<file path="src/rtl/event_monitor_pkg.sv">
// Shared definitions for the event-monitor drain engine: FSM state encoding,
// default register map of the monitor's register port and small state helpers.
package event_monitor_pkg;

  typedef enum logic [3:0] {
    IDLE,
    ST_RD,
    ST_CAP,
    WAIT,
    D_RD,
    D_CAP,
    I_RD,
    I_CAP,
    T_RD,
    T_CAP,
    POP,
    OUT
  } drain_state_e;

  localparam logic [7:0]  STATUS_ADDR_DEF  = 8'h10;
  localparam logic [7:0]  DATA_ADDR_DEF    = 8'h20;
  localparam logic [7:0]  ID_ADDR_DEF      = 8'h24;
  localparam logic [7:0]  TS_ADDR_DEF      = 8'h28;
  localparam logic [7:0]  POP_ADDR_DEF     = 8'h2C;
  localparam int          STATUS_AVAIL_BIT = 0;
  localparam logic [31:0] POP_CMD          = 32'h1;

  // The engine counts as busy whenever it owns an event or a poll is in flight.
  function automatic logic state_is_busy(input drain_state_e s);
    return !((s == IDLE) || (s == WAIT));
  endfunction

  // States in which a read strobe is on the bus.
  function automatic logic state_is_read(input drain_state_e s);
    return (s == ST_RD) || (s == D_RD) || (s == I_RD) || (s == T_RD);
  endfunction

endpackage

</file>
<file path="src/rtl/event_monitor_drain.sv">
// Drain engine for the event monitor: polls STATUS over the simple register
// bus, reads the head event's data/id/timestamp words, pops it, and offers the
// assembled {ts, id, data} record on a valid/ready stream.
module event_monitor_drain
  import event_monitor_pkg::*;
#(
  parameter int         PROBE_W     = 32,
  parameter int         ID_W        = 8,
  parameter int         TS_W        = 32,
  parameter logic [7:0] STATUS_ADDR = STATUS_ADDR_DEF,
  parameter logic [7:0] DATA_ADDR   = DATA_ADDR_DEF,
  parameter logic [7:0] ID_ADDR     = ID_ADDR_DEF,
  parameter logic [7:0] TS_ADDR     = TS_ADDR_DEF,
  parameter logic [7:0] POP_ADDR    = POP_ADDR_DEF
) (
  input  logic                          clk,
  input  logic                          rst_n,
  input  logic                          en,
  input  logic [15:0]                   poll_interval,
  output logic                          bus_wr,
  output logic                          bus_rd,
  output logic [7:0]                    bus_addr,
  output logic [31:0]                   bus_wdata,
  input  logic [31:0]                   bus_rdata,
  output logic                          rec_valid,
  input  logic                          rec_ready,
  output logic [TS_W+ID_W+PROBE_W-1:0]  rec_data,
  output logic [31:0]                   rec_count,
  output logic                          busy
);

  localparam int REC_W = TS_W + ID_W + PROBE_W;

  drain_state_e        state_q, state_d;
  logic [15:0]         timer_q, timer_d;
  logic                bus_wr_q, bus_rd_q;
  logic [7:0]          bus_addr_q, bus_addr_d;
  logic [31:0]         bus_wdata_q;
  logic                rec_valid_q;
  logic [REC_W-1:0]    rec_data_q;
  logic [31:0]         rec_count_q;
  logic                busy_q;

  // Next-state and poll-timer logic; one state per cycle except WAIT and OUT.
  always_comb begin
    state_d = state_q;
    timer_d = timer_q;
    case (state_q)
      IDLE:   if (en) state_d = ST_RD;
      ST_RD:  state_d = ST_CAP;
      ST_CAP: begin
        if (bus_rdata[STATUS_AVAIL_BIT]) begin
          state_d = D_RD;
        end else begin
          state_d = WAIT;
          timer_d = poll_interval;
        end
      end
      WAIT: begin
        if (timer_q == 16'd0) state_d = en ? ST_RD : IDLE;
        else                  timer_d = timer_q - 16'd1;
      end
      D_RD:   state_d = D_CAP;
      D_CAP:  state_d = I_RD;
      I_RD:   state_d = I_CAP;
      I_CAP:  state_d = T_RD;
      T_RD:   state_d = T_CAP;
      T_CAP:  state_d = POP;
      POP:    state_d = OUT;
      OUT:    if (rec_ready) state_d = en ? ST_RD : IDLE;
      default: state_d = IDLE;
    endcase
  end

  // Address for the access launched on entry to the next state; held otherwise
  // so addr stays stable around each strobe.
  always_comb begin
    bus_addr_d = bus_addr_q;
    case (state_d)
      ST_RD:   bus_addr_d = STATUS_ADDR;
      D_RD:    bus_addr_d = DATA_ADDR;
      I_RD:    bus_addr_d = ID_ADDR;
      T_RD:    bus_addr_d = TS_ADDR;
      POP:     bus_addr_d = POP_ADDR;
      default: bus_addr_d = bus_addr_q;
    endcase
  end

  // FSM register with registered bus strobes, record capture and delivery count.
  always_ff @(posedge clk or negedge rst_n) begin
    if (!rst_n) begin
      state_q     <= IDLE;
      timer_q     <= 16'd0;
      bus_wr_q    <= 1'b0;
      bus_rd_q    <= 1'b0;
      bus_addr_q  <= 8'd0;
      bus_wdata_q <= 32'd0;
      rec_valid_q <= 1'b0;
      rec_data_q  <= '0;
      rec_count_q <= 32'd0;
      busy_q      <= 1'b0;
    end else begin
      state_q    <= state_d;
      timer_q    <= timer_d;
      busy_q     <= state_is_busy(state_d);
      bus_rd_q   <= state_is_read(state_d);
      bus_wr_q   <= (state_d == POP);
      bus_addr_q <= bus_addr_d;
      if (state_d == POP) bus_wdata_q <= POP_CMD;

      // Read data arrives the cycle after the strobe, i.e. in the *_CAP state.
      case (state_q)
        D_CAP:   rec_data_q[PROBE_W-1:0]          <= bus_rdata[PROBE_W-1:0];
        I_CAP:   rec_data_q[PROBE_W +: ID_W]      <= bus_rdata[ID_W-1:0];
        T_CAP:   rec_data_q[PROBE_W+ID_W +: TS_W] <= bus_rdata[TS_W-1:0];
        default: ;
      endcase

      rec_valid_q <= (state_d == OUT);
      if (rec_valid_q && rec_ready) rec_count_q <= rec_count_q + 32'd1;
    end
  end

  assign bus_wr    = bus_wr_q;
  assign bus_rd    = bus_rd_q;
  assign bus_addr  = bus_addr_q;
  assign bus_wdata = bus_wdata_q;
  assign rec_valid = rec_valid_q;
  assign rec_data  = rec_data_q;
  assign rec_count = rec_count_q;
  assign busy      = busy_q;

endmodule

</file>
<file path="config.mk">
export PLATFORM = sky130hd
export DESIGN_NAME = event_monitor_drain
export DESIGN_NICKNAME = d
export VERILOG_FILES = /design/src/rtl/event_monitor_pkg.sv /design/src/rtl/event_monitor_drain.sv
export SDC_FILE = /design/constraint.sdc
export NUM_CORES = 1
export LEC_CHECK = 0
export ABC_AREA = 1
export ABC_CLOCK_PERIOD_IN_PS = 3400
export CORE_MARGIN = 8
export CORE_UTILIZATION = 50
export CTS_CLUSTER_DIAMETER = 120
export CTS_CLUSTER_SIZE = 12
export DETAILED_ROUTE_END_ITERATION = 12
export PLACE_DENSITY_LB_ADDON = 0.15
export SYNTH_ARGS = -nofsm -noshare
export SYNTH_HDL_FRONTEND = slang
export SYNTH_SLANG_ARGS = --single-unit
</file>
<file path="constraint.sdc">
create_clock -name clk -period 3.4 [get_ports clk]
set_input_delay 0.68 -clock clk [delete_from_list [all_inputs] [get_ports clk]]
set_output_delay 0.68 -clock clk [all_outputs]
set_load 0.01 [all_outputs]
</file>
After elaboration in Yosys (flattened, before gate mapping)
Cells that the tools add are included.
{"block": "totals", "output_inout_bits": 148, "regBits": 137, "input_bits": 52, "wordCells": 56}
{"block": "classes", "eq_ne": 20, "n_mux": 10, "n_reduce_logical": 12, "addsub": 2}
{"op": "4-bit one-hot mux with 12 select lines", "n": 1}
{"op": "8-bit one-hot mux with 5 select lines", "n": 1}
{"op": "32-bit by 1-bit adder with 32-bit output (second input constant)", "n": 1}
{"op": "16-bit two-way mux", "n": 2}
{"op": "16-bit one-hot mux with 2 select lines", "n": 1}
{"op": "4-bit == test (second input constant)", "n": 7}
{"op": "4-bit by 3-bit == test with 1-bit output (second input constant)", "n": 6}
{"op": "16-bit logical NOT", "n": 1}
{"op": "16-bit by 1-bit subtractor with 16-bit output (second input constant)", "n": 1}
{"op": "4-bit by 2-bit == test with 1-bit output (second input constant)", "n": 3}
{"op": "4-bit two-way mux", "n": 3}
{"op": "4-bit by 1-bit == test with 1-bit output (second input constant)", "n": 2}
{"op": "4-bit logical NOT", "n": 2}
{"op": "5-bit nonzero test", "n": 1}
{"op": "1-bit logical OR", "n": 4}
{"op": "2-bit inequality test (second input constant)", "n": 2}
{"op": "3-bit two-way mux", "n": 1}
{"op": "3-bit AND reduction", "n": 1}
{"op": "2-bit nonzero test", "n": 1}
{"op": "1-bit logical AND", "n": 1}
{"op": "1-bit logical NOT", "n": 1}
{"op": "1-bit two-way mux", "n": 1}

Logic depth before layout (Yosys ltp)
Gate-level depths: netlist of run 1.
{"block": "logic_depth", "depth_word": 7, "depth_mapped": 12, "mapped_depth_nobuf": 12}

Worst setup path after synthesis of run 1
OpenSTA, ideal clock, no wires.
{"block": "synth_timing", "kind": "in2reg", "startpoint": "input rec_ready", "endpoint": "register rec_count_q[28] (netlist: rec_count[28])", "arrival_ns": 1.642, "t_required_ns": 3.321, "path_slack_ns": 1.679, "setup_ns": 0.079, "n_path_buf": 1, "path_stages": 8, "path_cell_list": "nand2_1 -> buf_4 -> nor3_1 -> nand2_1 -> nor2_1 -> nand3_1 -> nor2_1 -> xor2_1"}
{"block": "synth_via", "elab_chain_len": 1}
{"element": "start: declaration", "line": "event_monitor_drain.sv:26", "text": "input logic rec_ready,"}
{"element": "1-bit logical AND", "line": "event_monitor_drain.sv:120", "text": "if (rec_valid_q && rec_ready) rec_count_q <= rec_count_q + 32'd1;"}
{"element": "end signal: assignment", "line": "event_monitor_drain.sv:120"}
{"element": "end: declaration", "line": "event_monitor_drain.sv:41", "text": "logic [31:0] rec_count_q;"}
No other way between the ends.
A chain may end at the register's enable or synchronous reset.

Worst setup path after layout of run 1
{"block": "layout_timing", "startpoint": "input rec_ready", "endpoint": "register rec_count_q[30] (netlist: rec_count[30])"}
The elaborated chain is that of the path after synthesis.

==> flow_summary.yaml, run 1 <==
outcome:
  outcome: "finished clean"
setup_path:
  path_class: "input pin to flip-flop"
  crit_path_frequent_cell: "nand2_2"
  max_stage_delay_ns: 0.48
  path_max_fanout: 12
  path_buf_inv: 2
  required_ns: 3.73
  slowest_stage: "clkdlybuf4s50_1"
  start_kind: "input pin"
  critical_path_arrival_ns: 2.49
  cp_top_family: "simple AND/OR/NAND/NOR gates"
  crit_chain: "clkdlybuf4s50_1, nand2_1, inv_1, nand2_2, nor2_4, nand2_2, nor2_4, nand2_2, nor2_2, xor2_1"
  worstSetupEndpointType: "flip-flop"
clock_network:
  clk_latency_ns: 0.41
  cts-resized-gates: 0
  h-tree-depth: 4
  cts.sinks: 133
  cts_tree: "yes"
  clockBufferDepth: 2
  clk_pin_slew_ns: 0.06
  cts_hold_buf: 0
  root_buffer: "clkbuf_16"
  post_cts_buffers: 0
  numCtsBuffers: 17
floorplan:
  die_h_um: 127.8
  num_io_pins: 200
  die-area_sq_um: 16340
  coreArea_sq_um: 12410
  dieWidth_um: 127.8
  start_util_pct: 50.35
  rows: 41
routing:
  via_per_inst: 4.970
  avgRoutedWirePerCell_um: 15.48
  wl_um: 16310
  vias: 5238
  postRouteAntennaNets: 0
  drc: 0
  drtIter0Drc: 337
  dr.pass1.iters: 6
power_and_ir_drop:
  max-vdd-ir-drop_mv: 0.5106
  leakage_nw: 4.017
  power_density_nw_per_um2: 855.7
sta:
  fin_worst_skew_ns: 0.005874
  slew_headroom_pct: 32.51
  fin_crit_sh_pct: 63.55
  slew_violations: 0
  fmax_ghz: 0.4628
  tns_ns: 0
  rsz0062_at_grt: "false"
  hold_violations: 0
  post-route-min-period_ns: 2.161
  final-setup-viol-count: 0
  tightest_slew_ns: 1.012
final_layout:
  fin_nets: 925
  drive_above_1_share_pct: 7.256
  antennaDiodeCount: 0
  synthToLayoutAreaGrowth_pct: 34.95
  final_util_pct: 67.95
grt:
  grt_pass1_wl_um: 26430
  grt_max_degree: 69
  overflow: 0
  grt_pass1_vias: 5426
  grt_antenna_before_repair: 0
  track_usage_pct: 20.20
synth:
  synth_top_family_by_area: "simple AND/OR/NAND/NOR gates"
  syn_area_sq_um: 6251
  synth_top_area_cell: "dfrtp_1"
  synth_cells: 708
  synthAdderAreaFrac_pct: 0.4003
  synth_cell_types: 36
  synth_compound_area_share_pct: 10.11
  synth_area_leaders: "dfrtp_1 53%, nand2_1 9.9%, o21ai_0 6.9%"
  synth_xor_area_share_pct: 4.624
  yosysTopAreaCellShare_pct: 53.24
  avgSynthCellArea_sq_um: 8.829
  yosys_register_bits: 133
  ys_warn_count: 0
  synthMuxAreaShare_pct: 0
  synth_seq_area_share_pct: 53.24
  yosys.area_share.simple_pct: 21.06
placed_design:
  place_congestion: 0.8547
  port_buffers: 164
  hpwl_um: 11760
hold_path:
  hp-class: "input pin to async pin"
flow_run:
  maxCapViolCount: 0
==> placed cells by master, fill, tap and decap left out, types with 17 or more instances in the layout <==
master and n:
o21ai_0 86, xor2_1 24, nand3_1 17, nand2_1 165, clkbuf_16 17, dfrtp_1 133
nor2_1 51, inv_1 69, conb_1 35, clkdlybuf4s50_1 163
==> cell usage after synthesis (all sizes together) <==
| library cell | number |
|---|---|
| nand2 | 173 |
| dfrtp | 133 |
| o21ai | 96 |
| inv | 72 |
| nor2 | 61 |
| buf | 44 |
| xor2 | 24 |
| nand3 | 21 |
| nor3 | 18 |
| clkbuf | 13 |
| nand4 | 13 |
| a21oi | 9 |
| xnor2 | 9 |
| o31ai | 4 |
| or2 | 4 |
| a31oi | 3 |
| ha | 2 |
| o211ai | 2 |
| a21boi | 1 |
| a22o | 1 |
| a2bb2oi | 1 |
| conb | 1 |
| nor4 | 1 |
| o221ai | 1 |
| o2bb2ai | 1 |
==> metal layers <==
layer  wire length (um)  track usage (%)  up-vias
met4                338            8.112        0
li1                   -                -     2518
met2               8077            33.79      186
met1               6200            21.94     2501
met5                  0                0        -
met3               1696            9.068       33
==> worst paths after layout <==
path	from	to	slack, ns	cells after the start
max	rec_ready	rec_count[30]$_DFFE_PN0P_	1.24	10
min	rst_n	timer_q[9]$_DFFE_PN0P_	0.23	1
max reg2reg	state_q[2]$_DFF_PN0_	timer_q[4]$_DFFE_PN0P_	1.25	8
min reg2reg	rec_count[31]$_DFFE_PN0P_	rec_count[31]$_DFFE_PN0P_	0.48	1
max in group asynchronous	rst_n	rec_data[34]$_DFFE_PN0N_	2.25	2
min in group clk	rec_count[31]$_DFFE_PN0P_	rec_count[31]$_DFFE_PN0P_	0.48	1
==> stage by stage <==
stage	area, sq um	hold slack, ns	setup slack [ns]	instances	power [mW]
after floorplan	6379	0.3844	1.679	742	4.071
after CTS	8436	0.2459	1.236	1054	7.270
after global placement	7881	0.4558	0.8977	1024	5.410
after detailed placement	7881	0.4637	0.8322	1024	5.508
after global routing	8436	0.2704	1.048	1054	7.686
final	8436	0.2300	1.239	1054	7.218
==> power breakdown <==
part / internal (mW) / switching, mW
sequential: 2.21 / 0.412
clock: 1.09 / 0.633
combinational: 1.37 / 1.51
total: 4.67 / 2.55
==> sequential cells by signal (all words and copies together) (netlist names) <==
name / count
rec_data: 72
rec_count: 32
timer_q: 16
bus_addr: 4
state_q: 4
bus_rd: 1
bus_wdata: 1
bus_wr: 1
busy: 1
rec_valid: 1
==> final cells by class <==
| cell class | instances | area (sq um) |
|---|---|---|
| inverters | 72 | 270.3 |
| fillers | 1004 | 3979 |
| well taps | 172 | 215.2 |
| flip-flops and latches | 133 | 3328 |
| clock inverters | 4 | 45.04 |
| multi-input cells | 480 | 2394 |
| repair buffers | 167 | 1674 |
| clock buffers | 26 | 509.2 |
==> logic make-up (layout without fill, tap and decap cells) <==
family                     after synthesis  in the layout
AOI/OAI and AO/OA                      119            119
xor gates and xnor gates                33             33
adders and majority gates                2              2
buffers and inverters                  129            269
DFF                                    133            133
other                                    1             35
and+or+nand+nor                        291            291
Note: power is estimated with default switching activity, not from simulation.
==> run 2, diff against run 1 <==
--- a/config.mk
+++ b/config.mk
@@ -6,9 +6,9 @@
 export NUM_CORES = 1
 export LEC_CHECK = 0
 export ABC_AREA = 1
-export ABC_CLOCK_PERIOD_IN_PS = 3400
+export ABC_CLOCK_PERIOD_IN_PS = 2100
 export CORE_MARGIN = 8
-export CORE_UTILIZATION = 50
+export CORE_UTILIZATION = 47
 export CTS_CLUSTER_DIAMETER = 120
 export CTS_CLUSTER_SIZE = 12
 export DETAILED_ROUTE_END_ITERATION = 12
==> constraint.sdc (replaced) <==
create_clock -name clk -period 2.1 [get_ports clk]
set_input_delay 0.42 -clock clk [delete_from_list [all_inputs] [get_ports clk]]
set_output_delay 0.42 -clock clk [all_outputs]
set_load 0.01 [all_outputs]
==> run 2 against run 1 <==
Via count fell by 0.48%. Cell count rose by 1.7%. Routed wire length fell by 0.94%. Largest cell class unchanged. Power rose by 67%. Die area rose by 5.6%.
==> flow_summary.yaml, run 2 (same netlist as run 1, synthesis figures left out) <==
routing:
  drtIter0Drc: 287
  wl_um: 16160
  dr.pass1.iters: 5
  vias: 5213
  drc: 0
  postRouteAntennaNets: 0
  avgRoutedWirePerCell_um: 15.07
  via_per_inst: 4.863
sta:
  fin_crit_sh_pct: 89.54
  fmax_ghz: 0.5318
  hold_violations: 0
  slew_headroom_pct: 60.24
  setup_slack_ns: 0.2196
  fin_worst_skew_ns: 0.006296
  rsz0062_at_grt: "false"
  tns_ns: 0
  post-route-min-period_ns: 1.880
  tightest_slew_ns: 0.5964
  final-setup-viol-count: 0
  slew_violations: 0
power_and_ir_drop:
  power_density_nw_per_um2: 1393
  power_mw: 12.05
  max-vdd-ir-drop_mv: 0.9277
  leakage_nw: 4.120
final_layout:
  ff_latch_area_sq_um: 3328
  multi_input_area_sq_um: 2396
  antennaDiodeCount: 0
  final_util_pct: 65.83
  largest_reg_flops: 72
  fin_nets: 939
  drive_above_1_share_pct: 9.263
  fin_area_sq_um: 8648
  final_cell_mix: "165 x nand2_1, 163 x clkdlybuf4s50_1, 133 x dfrtp_1"
  final_common_cell: "nand2_1"
  synthToLayoutAreaGrowth_pct: 38.35
  fillerInstances: 1079
clock_network:
  clockBufferDepth: 2
  post_cts_buffers: 0
  h-tree-depth: 4
  clk_pin_slew_ns: 0.06
  clk_latency_ns: 0.41
  numCtsBuffers: 17
  root_buffer: "clkbuf_16"
  cts_tree: "yes"
  cts.sinks: 133
floorplan:
  die-area_sq_um: 17250
  die_h_um: 131.3
  dieWidth_um: 131.3
  num_io_pins: 200
  coreArea_sq_um: 13140
  rows: 42
  start_util_pct: 47.58
placed_design:
  placed_area_sq_um: 8009
  hpwl_um: 11940
  port_buffers: 164
  place_ws_ns: -0.04738
  place_congestion: 0.8229
grt:
  grt_use_met1_pct: 20.91
  overflow: 0
  met3_usage_pct: 9.794
  grt_antenna_before_repair: 0
  grt_pass1_wl_um: 27270
  grt-busiest-layer: "met2"
  track_usage_pct: 19.11
  grt_pass1_vias: 5480
  use_met2_pct: 31.49
  grt_max_degree: 69
setup_path:
  start_kind: "flip-flop"
  required_ns: 2.38
  worstSetupEndpointType: "flip-flop"
  critical_path_arrival_ns: 2.16
  path_max_fanout: 13
  path_class: "flip-flop to flip-flop"
flow_run:
  maxCapViolCount: 0
hold_path:
  hp-class: "flip-flop to flip-flop"
outcome:
  outcome: "finished clean"
[run 2: layer usage]
layer,vias up,wire length [um]
met5,-,0
met4,0,252
met3,23,1689
met2,168,7888
met1,2470,6327
li1,2552,-
[run 2: final timing paths]
| kind | cells past startpoint | end | start | slack, ns |
|---|---|---|---|---|
| max in group asynchronous | 3 | rec_data[44]$_DFFE_PN0N_ | rst_n | 0.93 |
| min | 2 | rec_data[8]$_DFFE_PN0P_ | rec_data[8]$_DFFE_PN0P_ | 0.48 |
| min reg2reg | 2 | rec_data[8]$_DFFE_PN0P_ | rec_data[8]$_DFFE_PN0P_ | 0.48 |
| min in group asynchronous | 2 | timer_q[9]$_DFFE_PN0P_ | rst_n | 0.52 |
| max | 10 | timer_q[14]$_DFFE_PN0P_ | timer_q[1]$_DFFE_PN0P_ | 0.22 |
| max reg2reg | 10 | timer_q[14]$_DFFE_PN0P_ | timer_q[1]$_DFFE_PN0P_ | 0.22 |
[run 2: layout make-up]
class	instances	share of cell area, %
clock inverters	12	2.098
inverters	72	3.197
clock buffers	18	5.078
flip-flops and latches	133	38.48
well taps	176	2.546
repair buffers	181	20.89
multi-input cells	480	27.71
[run 2: worst max-delay path: stages (launching register included)]
cell,delay (ns)
dfrtp_1,0.37
inv_1,0.12
ha_2,0.21
nand2_1,0.13
nor2_1,0.17
nand2_1,0.08
nand2_2,0.09
nand2_4,0.13
buf_4,0.21
o21ai_0,0.10
o21ai_0,0.13
[run 2: per-stage QoR]
stage               std cells  hold slack [ns]
floorplan                 742           0.1244
global placement         1041           0.4185
detailed placement       1041           0.4187
CTS                      1072           0.4890
global route             1072           0.5034
finish                   1072           0.4805
[run 2: power breakdown]
group	internal [mW]	switching, mW
clock network	2.01	1.10
registers	3.57	0.674
logic	2.27	2.42
[run 2: timing repair]
action	CTS	global route
gates resized for setup	0	4
endpoints found under the setup margin	0	35
endpoints found under the hold margin	32	0
hold buffers	1	0
